$ cat src/rtl/md5_hash8_core.sv
// Single-block MD5 engine for fixed 8-byte ASCII candidates.
// One round per clock; start/done handshake with the digest in printed byte order.
module md5_hash8_core (
  input  logic         clk,
  input  logic         reset_n,
  input  logic         start,
  input  logic [63:0]  msg,
  output logic         busy,
  output logic         done,
  output logic [127:0] hash
);

  typedef enum logic [1:0] {IDLE, INIT, ROUND, FINAL} state_t;

  localparam logic [31:0] A0 = 32'h67452301;
  localparam logic [31:0] B0 = 32'hefcdab89;
  localparam logic [31:0] C0 = 32'h98badcfe;
  localparam logic [31:0] D0 = 32'h10325476;

  localparam logic [31:0] K_ROM [64] = '{
    32'hd76aa478, 32'he8c7b756, 32'h242070db, 32'hc1bdceee,
    32'hf57c0faf, 32'h4787c62a, 32'ha8304613, 32'hfd469501,
    32'h698098d8, 32'h8b44f7af, 32'hffff5bb1, 32'h895cd7be,
    32'h6b901122, 32'hfd987193, 32'ha679438e, 32'h49b40821,
    32'hf61e2562, 32'hc040b340, 32'h265e5a51, 32'he9b6c7aa,
    32'hd62f105d, 32'h02441453, 32'hd8a1e681, 32'he7d3fbc8,
    32'h21e1cde6, 32'hc33707d6, 32'hf4d50d87, 32'h455a14ed,
    32'ha9e3e905, 32'hfcefa3f8, 32'h676f02d9, 32'h8d2a4c8a,
    32'hfffa3942, 32'h8771f681, 32'h6d9d6122, 32'hfde5380c,
    32'ha4beea44, 32'h4bdecfa9, 32'hf6bb4b60, 32'hbebfbc70,
    32'h289b7ec6, 32'heaa127fa, 32'hd4ef3085, 32'h04881d05,
    32'hd9d4d039, 32'he6db99e5, 32'h1fa27cf8, 32'hc4ac5665,
    32'hf4292244, 32'h432aff97, 32'hab9423a7, 32'hfc93a039,
    32'h655b59c3, 32'h8f0ccc92, 32'hffeff47d, 32'h85845dd1,
    32'h6fa87e4f, 32'hfe2ce6e0, 32'ha3014314, 32'h4e0811a1,
    32'hf7537e82, 32'hbd3af235, 32'h2ad7d2bb, 32'heb86d391
  };

  // Shift amounts repeat every four rounds within each 16-round group.
  localparam logic [4:0] R_ROM [16] = '{
    5'd7, 5'd12, 5'd17, 5'd22,
    5'd5, 5'd9,  5'd14, 5'd20,
    5'd4, 5'd11, 5'd16, 5'd23,
    5'd6, 5'd10, 5'd15, 5'd21
  };

  function automatic logic [31:0] bswap(input logic [31:0] v);
    return {v[7:0], v[15:8], v[23:16], v[31:24]};
  endfunction

  state_t      state, state_nxt;
  logic [63:0] blk;
  logic [31:0] a, b, c, d;
  logic [5:0]  cnt;

  logic [31:0] f, w_sel, k_val, sum, rot, b_nxt;
  logic [3:0]  g, c4;
  logic [4:0]  r_val;
  logic [63:0] rot_dbl;

  always_ff @(posedge clk or negedge reset_n) begin
    if (!reset_n) state <= IDLE;
    else          state <= state_nxt;
  end

  always_comb begin
    state_nxt = state;
    case (state)
      IDLE:    if (start) state_nxt = INIT;
      INIT:    state_nxt = ROUND;
      ROUND:   if (cnt == 6'd63) state_nxt = FINAL;
      FINAL:   state_nxt = IDLE;
      default: state_nxt = IDLE;
    endcase
  end

  assign busy = (state == INIT) || (state == ROUND);

  // Round function, message word index and rotate for the current cnt.
  always_comb begin
    c4 = cnt[3:0];
    f  = '0;
    g  = '0;
    case (cnt[5:4])
      2'd0: begin f = (b & c) | (~b & d); g = c4; end
      2'd1: begin f = (d & b) | (~d & c); g = c4 * 4'd5 + 4'd1; end
      2'd2: begin f = b ^ c ^ d;          g = c4 * 4'd3 + 4'd5; end
      default: begin f = c ^ (b | ~d);    g = c4 * 4'd7; end
    endcase

    // Padded block: only words 0, 1 (message), 2 (0x80 marker) and 14 (bit length) are non-zero.
    case (g)
      4'd0:    w_sel = {blk[39:32], blk[47:40], blk[55:48], blk[63:56]};
      4'd1:    w_sel = {blk[7:0], blk[15:8], blk[23:16], blk[31:24]};
      4'd2:    w_sel = 32'h00000080;
      4'd14:   w_sel = 32'h00000040;
      default: w_sel = 32'h00000000;
    endcase

    k_val   = K_ROM[cnt];
    r_val   = R_ROM[{cnt[5:4], cnt[1:0]}];
    sum     = a + f + k_val + w_sel;
    rot_dbl = {sum, sum} << r_val;
    rot     = rot_dbl[63:32];
    b_nxt   = b + rot;
  end

  always_ff @(posedge clk or negedge reset_n) begin
    if (!reset_n) begin
      blk  <= '0;
      a    <= '0;
      b    <= '0;
      c    <= '0;
      d    <= '0;
      cnt  <= '0;
      done <= 1'b0;
      hash <= '0;
    end else begin
      done <= 1'b0;
      case (state)
        IDLE: if (start) blk <= msg;
        INIT: begin
          a   <= A0;
          b   <= B0;
          c   <= C0;
          d   <= D0;
          cnt <= '0;
        end
        ROUND: begin
          a   <= d;
          d   <= c;
          c   <= b;
          b   <= b_nxt;
          cnt <= cnt + 6'd1;
        end
        FINAL: begin
          hash <= {bswap(A0 + a), bswap(B0 + b), bswap(C0 + c), bswap(D0 + d)};
          done <= 1'b1;
        end
        default: ;
      endcase
    end
  end

endmodule

$ cat config.mk
export PLATFORM = sky130hd
export DESIGN_NAME = md5_hash8_core
export DESIGN_NICKNAME = d
export VERILOG_FILES = /design/src/rtl/md5_hash8_core.sv
export SDC_FILE = /design/constraint.sdc
export NUM_CORES = 1
export LEC_CHECK = 0
export BUFFER_PORTS_ARGS = -buffer_cell sky130_fd_sc_hd__buf_2
export CORE_MARGIN = 2
export CORE_UTILIZATION = 30
export DETAILED_ROUTE_END_ITERATION = 16
export PLACE_DENSITY = 0.45
export SYNTH_ARGS = -nofsm -noshare
export SYNTH_HDL_FRONTEND = slang
export SYNTH_SLANG_ARGS = --single-unit
$ cat constraint.sdc
create_clock -name clk -period 11.7 [get_ports clk]
set_input_delay 0.585 -clock clk [delete_from_list [all_inputs] [get_ports clk]]
set_output_delay 0.585 -clock clk [all_outputs]
set_load 0.03 [all_outputs]
After elaboration in Yosys (flattened, before gate mapping)
Memories as Yosys holds them, arrays and structs flattened.
Index checks and enable logic that the tools add are counted.
{"block": "op_classes", "n_reduce_logical": 7, "magnitude_cmp": 2, "n_eq_ne": 11, "shift": 1, "n_addsub": 11, "mul": 3, "n_bitwise": 14, "n_mux": 16}
{"op": "one-hot mux 32 bit (2 select lines)", "count": 4}
{"op": "adder 32 bit", "count": 4}
{"op": "bitwise AND 32 bit", "count": 4}
{"op": "one-hot mux 32 bit (4 select lines)", "count": 1}
{"op": "OR 32 bit", "count": 3}
{"op": "one-hot mux 32 bit (3 select lines)", "count": 1}
{"op": "XOR 32 bit", "count": 3}
{"op": "adder 32 bit, first input constant", "count": 2}
{"op": "two-way mux 32 bit", "count": 2}
{"op": "NOT 32 bit", "count": 2}
{"op": "<< shifter 64 x 5 -> 64 bit", "count": 1}
{"op": "adder 29 x 32 -> 32 bit, first input constant", "count": 1}
{"op": "adder 31 x 32 -> 32 bit, first input constant", "count": 1}
{"op": "one-hot mux 4 bit (3 select lines)", "count": 1}
{"op": "one-hot mux 6 bit (2 select lines)", "count": 1}
{"op": "two-way mux 5 bit", "count": 2}
{"op": "multiplier 4 x 3 -> 4 bit, second input constant", "count": 2}
{"op": "one-hot mux 2 bit (4 select lines)", "count": 1}
{"op": ">= comparator 7 bit, second input constant", "count": 1}
{"op": "NOT 6 -> 7 bit", "count": 1}
{"op": "adder 6 x 1 -> 6 bit, second input constant", "count": 1}
{"op": "== test 2 bit, second input constant", "count": 3}
{"op": "== test 6 bit, second input constant", "count": 1}
{"op": ">= comparator 5 bit, second input constant", "count": 1}
{"op": "16 further kinds", "count": 21}
{"block": "totals", "ff_bits": 329, "memories": 2, "mem_bits_ro": 2128, "word_cells": 76, "input_bits": 67}
{"name": "(no name shown)", "depth": 64, "width": 32, "read_ports": 1, "rd_ports_with_merged_regs": 0, "write_ports": 0, "line": "100", "text": "k_val = K_ROM[cnt];"}
{"name": "(no name shown)", "depth": 16, "width": 5, "read_ports": 1, "rd_ports_with_merged_regs": 0, "write_ports": 0, "line": "101", "text": "r_val = R_ROM[{cnt[5:4], cnt[1:0]}];"}

Depth between registers and ports, before layout
{"block": "logic_depth", "word_depth": 10, "depth_mapped": 45}

Worst setup path after synthesis
No wires, ideal clock.
{"block": "synth_timing", "path_type": "register to register", "startpoint": "register cnt[2]", "endpoint": "register b[28]", "stages_incl_launch_ff": 43, "arrival_ns": 10.137, "setup_slack_ns": 1.422, "n_path_buf": 3, "cell_sequence": "dfrtp_1 -> clkbuf_1 -> clkinv_1 -> clkbuf_1 -> ha_1 -> fa_1 -> xnor3_1 -> mux2i_1 -> o22ai_1 -> o211ai_1 -> clkbuf_1 -> a21oi_1 -> fa_1 -> inv_1 -> fa_1 -> inv_1 -> ha_1 -> fa_1 -> (+7 left out) -> o21a_1 -> a211o_1 -> o21ai_0 -> mux2i_1 -> ha_1 -> fa_1 -> a21o_1 -> a21oi_1 -> o211ai_1 -> a31o_2 -> a21oi_1 -> o31ai_1 -> o21ai_0 -> o22ai_1 -> o21a_1 -> nor2_1 -> xor2_1 -> o22ai_1"}
{"block": "synth_via", "elab_chain_cells": 9, "elab_cells_between_ends": 20, "cone_classes": "5 x add/sub; 3 x mul; 3 x eq/ne; 1 x shift; 5 x mux; 1 x bitwise; 1 x reduce/logical; 1 x memory"}
{"item": "start, declared", "line": "54", "text": "logic [5:0] cnt;"}
{"item": "start signal, assigned", "line": "134", "text": "cnt <= cnt + 6'd1;"}
{"item": "multiplier 4 x 2 -> 4 bit, or another cell as far along", "line": "87", "text": "2'd2: begin f = b ^ c ^ d; g = c4 * 4'd3 + 4'd5; end"}
{"item": "adder 4 x 3 -> 4 bit, or another cell as far along", "line": "87"}
{"item": "one-hot mux 4 bit (3 select lines) / two-way mux 32 bit (equally long branches)", "line": "84, 100"}
{"item": "== test 4 bit, or another cell as far along", "line": "92", "text": "case (g)"}
{"item": "one-hot mux 32 bit (4 select lines) / adder 32 bit (equally long branches)", "line": "92, 102"}
{"item": "adder 32 bit *", "line": "102", "text": "sum = a + f + k_val + w_sel;"}
{"item": "<< shifter 64 x 5 -> 64 bit *", "line": "103", "text": "rot_dbl = {sum, sum} << r_val;"}
{"item": "adder 32 bit *", "line": "105", "text": "b_nxt = b + rot;"}
{"item": "one-hot mux 32 bit (2 select lines) *", "line": "120", "text": "case (state)"}
{"item": "end signal, assigned", "line": "133", "text": "b <= b_nxt;"}
{"item": "end, declared", "line": "53", "text": "logic [31:0] a, b, c, d;"}
Mark *: on every way between the ends. The rest lies on a longest branch, timed or not. The select of a mux whose other input is x is not followed.
A chain may end at the register's enable or synchronous reset.

Worst setup path after layout
{"block": "layout_timing", "startpoint": "register cnt[0]", "endpoint": "register b[28]"}
{"block": "layout_via", "elab_chain_cells": 9, "elab_cells_between_ends": 24, "cone_classes": "5 x add/sub; 3 x mul; 3 x eq/ne; 1 x shift; 7 x mux; 2 x bitwise; 1 x reduce/logical; 2 x memory"}
{"item": "multiplier 4 x 2 -> 4 bit, or another cell as far along", "line": "87"}
{"item": "adder 4 x 3 -> 4 bit, or another cell as far along", "line": "87"}
{"item": "one-hot mux 4 bit (3 select lines) / two-way mux 32 bit (equally long branches)", "line": "84, 100"}
{"item": "== test 4 bit, or another cell as far along", "line": "92"}
{"item": "one-hot mux 32 bit (4 select lines) / adder 32 bit (equally long branches)", "line": "92, 102"}
{"item": "adder 32 bit", "line": "102"}
{"item": "<< shifter 64 x 5 -> 64 bit *", "line": "103"}
{"item": "adder 32 bit *", "line": "105"}
{"item": "one-hot mux 32 bit (2 select lines) *", "line": "120"}
Marks and branches as above.

==> flow_results.xml <==
<?xml version="1.0" encoding="UTF-8"?>
<metrics>
  <group name="final_layout">
    <metric name="fillers" unit="">9621</metric>
    <metric name="post-route-cell-area" unit="mm2">0.0306</metric>
    <metric name="post_layout_nonfiller_instances" unit="">4529</metric>
    <metric name="final_net_count" unit="">3560</metric>
    <metric name="syn_to_final_growth" unit="%">13.1</metric>
    <metric name="post_route_cells_drive_above_1_share" unit="%">15.5</metric>
  </group>
  <group name="global_route">
    <metric name="pin_count_of_the_biggest_net_entering_global_routing" unit="">108</metric>
    <metric name="aggregate_global_routing_overflow" unit="">0</metric>
    <metric name="grt_first_pass_wirelength" unit="mm">162</metric>
    <metric name="number_of_global_route_vias_before_repair" unit="">23900</metric>
    <metric name="initial_antenna_violation_count" unit="">0</metric>
    <metric name="grt_util_all_layers" unit="%">23.1</metric>
  </group>
  <group name="routing">
    <metric name="drt_wl_total" unit="mm">110</metric>
    <metric name="post_route_ant_nets" unit="">0</metric>
    <metric name="dr.pass1.iters" unit="">6</metric>
    <metric name="route.vias.total" unit="">24800</metric>
    <metric name="wl_per_cell" unit="um">24.2</metric>
    <metric name="drt_drc_violations_left" unit="">0</metric>
    <metric name="dr_iter_0_viols" unit="">2331</metric>
    <metric name="post_drt_via_cell_ratio" unit="">5.48</metric>
  </group>
  <group name="synthesis">
    <metric name="syn-instance-count" unit="">3272</metric>
    <metric name="yosys_register_bits" unit="">329</metric>
    <metric name="syn_nets" unit="">3514</metric>
    <metric name="synth_async_sr_flop_share" unit="%">100</metric>
    <metric name="unique_masters_post_synth" unit="">88</metric>
    <metric name="synth_area_per_cell" unit="um2">8.27</metric>
    <metric name="number_of_warning_messages_in_the_yosys_log" unit="">0</metric>
    <metric name="syn-cell-area" unit="mm2">0.0270</metric>
    <metric name="number_of_synthesized_flops_with_an_enable_pin" unit="">0</metric>
    <metric name="postSynth.topFlopCell" unit="">dfrtp_1</metric>
    <metric name="synth.yosys.seq_area_share" unit="%">30.4</metric>
  </group>
  <group name="worst_hold_path">
    <metric name="worstHoldPathType" unit="">input port to async pin</metric>
  </group>
  <group name="worst_setup_path">
    <metric name="critical-path-top-cell-by-count" unit="">fa_1</metric>
    <metric name="worstSetupPathType" unit="">register to register</metric>
    <metric name="cp.arrival" unit="ns">11.29</metric>
    <metric name="critPathLaunchType" unit="">register</metric>
    <metric name="crit_required" unit="ns">12.14</metric>
    <metric name="critical-path-slowest-cell" unit="">o311ai_0</metric>
    <metric name="critPathMaxStageDelay" unit="ns">0.79</metric>
    <metric name="critPathMaxFanout" unit="">32</metric>
    <metric name="setup.worst_path.end_class" unit="">register</metric>
  </group>
  <group name="floorplan">
    <metric name="core.rowCount" unit="">110</metric>
    <metric name="die_w" unit="um">304</metric>
    <metric name="floorplan.die_area" unit="mm2">0.0926</metric>
    <metric name="initial_standard_cell_utilization_of_the_core" unit="%">30.1</metric>
    <metric name="ioPinCount" unit="">197</metric>
    <metric name="die_height" unit="um">304</metric>
    <metric name="floorplan.core_area" unit="mm2">0.0897</metric>
  </group>
  <group name="timing">
    <metric name="clock_skew" unit="ns">0.0516</metric>
    <metric name="timing_worst_slew_pin_value" unit="ns">1.30</metric>
    <metric name="setup-violations-final" unit="">0</metric>
    <metric name="maxSlewHeadroom" unit="%">13.6</metric>
    <metric name="final.min_clock_period" unit="ns">10.86</metric>
    <metric name="finalMaxSlewViolations" unit="">0</metric>
    <metric name="total_neg_setup_slack" unit="ns">0</metric>
    <metric name="max_freq" unit="GHz">0.0921</metric>
    <metric name="unrepaired_setup_endpoints_after_global_routing" unit="">false</metric>
    <metric name="post-route-period-util" unit="%">92.8</metric>
    <metric name="holdWs" unit="ns">0.0630</metric>
    <metric name="timing.final.hold_violations" unit="">0</metric>
  </group>
  <group name="clock_tree">
    <metric name="clock_insertion_delay_at_the_later_pin_of_the_skew_report" unit="ns">0.60</metric>
    <metric name="cts-buffers-inserted" unit="">42</metric>
    <metric name="cts.sink_count" unit="">329</metric>
    <metric name="cts_resized" unit="">0</metric>
    <metric name="root_buffer" unit="">clkbuf_16</metric>
    <metric name="post_cts_setup_buffers" unit="">0</metric>
    <metric name="postCtsHoldBufs" unit="">0</metric>
    <metric name="clkSlewWorstSetupHoldPaths" unit="ns">0.06</metric>
    <metric name="tritoncts" unit="">yes</metric>
    <metric name="clock_tree.buffer_depth" unit="">3</metric>
    <metric name="htree_levels" unit="">2</metric>
  </group>
  <group name="placed_design">
    <metric name="buffer_ports.inserted" unit="">196</metric>
    <metric name="dpl.cell_count" unit="">4450</metric>
    <metric name="dp.final_hpwl" unit="mm">83.2</metric>
    <metric name="place_area" unit="mm2">0.0291</metric>
    <metric name="gp_congestion" unit="">0.973</metric>
  </group>
  <group name="outcome">
    <metric name="status" unit="">finished, final reports clean</metric>
  </group>
  <group name="job">
    <metric name="cap_viol_max_count" unit="">0</metric>
  </group>
</metrics>
-- per-layer routing --
metal	share of wire (%)	vias to the layer above	track usage, %	wire, um
li1	-	11600	-	-
met1	46	12200	33.0	50700
met2	44	909	35.9	48400
met3	6.2	158	3.24	6860
met4	3.5	0	7.60	3820
met5	0	-	0	0
-- area by class of cell --
cell class / count / area, um2 / area share, %
diodes: 2 / 5.00 / 0.0164
clock buffers: 59 / 1170 / 3.84
clock inverters: 18 / 293 / 0.957
inverters: 248 / 933 / 3.05
multi-input cells: 2439 / 17000 / 55.5
flip-flops and latches: 329 / 8250 / 27.0
well taps: 1176 / 1470 / 4.81
repair buffers: 258 / 1480 / 4.84
-- critical path: cells and delay by family (launching register included) --
family,cells,cell delay (ns)
adder cells (fa/ha/maj),7,2.70
AO/OA/AOI/OAI,22,5.13
flip-flops,1,0.73
AND/OR/NAND/NOR,4,0.63
buffers and inverters,5,0.86
multiplexers,1,0.11
XOR/XNOR,3,0.50
-- sequential cells by signal, summed over array words and instances (netlist names) --
name   count
hash     128
c         32
done       1
d         32
cnt        6
a         32
blk       64
state      2
b         32
-- stage by stage --
stage          worst slack [ns]  util, %
2_1_floorplan              1.42        -
3_3_place_gp               1.10     32.4
3_5_place_dp               1.13     32.4
5_1_grt                   0.211     34.1
6_report                  0.845     34.1
4_1_cts                    1.03     34.1
-- logic make-up (layout without fill, tap and decap cells) --
| family | after synthesis | after routing | synth area share [%] |
|---|---|---|---|
| XOR/XNOR | 224 | 224 | 7.36 |
| adder cells (fa/ha/maj) | 175 | 175 | 10.0 |
| buffers and inverters | 504 | 583 | 7.10 |
| flip-flops | 329 | 329 | 30.4 |
| other | 0 | 2 | 0 |
| AO/OA/AOI/OAI | 968 | 968 | 22.0 |
| multiplexers | 216 | 216 | 9.13 |
| AND/OR/NAND/NOR | 856 | 856 | 13.9 |
-- cells in the mapped netlist, types with 7 or more instances --
cell type | instances | share of area, %
inv_1 | 245 | 3.4
o21a_1 | 11 | 0.31
mux2i_1 | 64 | 2.4
o21ai_1 | 8 | 0.15
nor2_1 | 293 | 4.1
fa_1 | 69 | 5.1
and2_1 | 10 | 0.23
a31oi_1 | 123 | 2.8
nand2_1 | 282 | 3.9
xnor2_1 | 180 | 5.8
and3_1 | 16 | 0.37
buf_2 | 12 | 0.22
nand2b_1 | 19 | 0.44
o21ai_0 | 215 | 4.0
o21bai_1 | 9 | 0.25
clkbuf_1 | 209 | 2.9
or3_1 | 9 | 0.21
ha_1 | 106 | 4.9
nor4_1 | 7 | 0.16
o211ai_1 | 35 | 0.97
nand3_1 | 121 | 2.2
o311ai_0 | 17 | 0.55
a2111oi_0 | 7 | 0.23
nand4_1 | 14 | 0.32
o31ai_1 | 19 | 0.53
xor2_1 | 42 | 1.4
nor2b_1 | 9 | 0.21
a21oi_1 | 292 | 5.4
a21o_1 | 45 | 1.2
a211oi_1 | 35 | 0.97
a22oi_1 | 16 | 0.44
o22ai_1 | 42 | 0.97
mux4_2 | 10 | 0.83
nor3_1 | 47 | 0.87
mux2_2 | 140 | 5.8
buf_1 | 33 | 0.46
o22a_1 | 14 | 0.45
dfrtp_1 | 329 | 30
a311oi_1 | 8 | 0.26
o221ai_1 | 11 | 0.36
-- worst paths after layout --
| path | from | end | slack [ns] | depth (start not counted) |
|---|---|---|---|---|
| max in group asynchronous | reset_n | cnt[4]$_DFFE_PN0P_ | 9.29 | 3 |
| worst max-delay path | cnt[0]$_DFFE_PN0P_ | b[28]$_DFFE_PN0P_ | 0.84 | 42 |
| min in group clk | msg[44] | blk[44]$_DFFE_PN0P_ | 0.22 | 2 |
| worst max register to register | cnt[0]$_DFFE_PN0P_ | b[28]$_DFFE_PN0P_ | 0.84 | 42 |
| worst min register to register | hash[43]$_DFFE_PN0P_ | hash[43]$_DFFE_PN0P_ | 0.50 | 1 |
| worst min-delay path | reset_n | hash[79]$_DFFE_PN0P_ | 0.06 | 1 |
-- layout by cell type (no fill, tap or decap), drive strengths merged, types with 42 or more instances in the layout --
master / count
nor3: 47
nand2: 282
nor2: 294
nand3: 121
a21oi: 294
clkbuf: 59
xnor2: 180
o21ai: 223
mux2i: 64
a31oi: 123
dfrtp: 329
o22ai: 42
a21o: 45
ha: 106
fa: 69
buf: 258
inv: 250
mux2: 142
xor2: 42
Power is left out: the tool's default activity adds up to more than one toggle a clock period on the data nets, which glitch-free logic cannot reach.
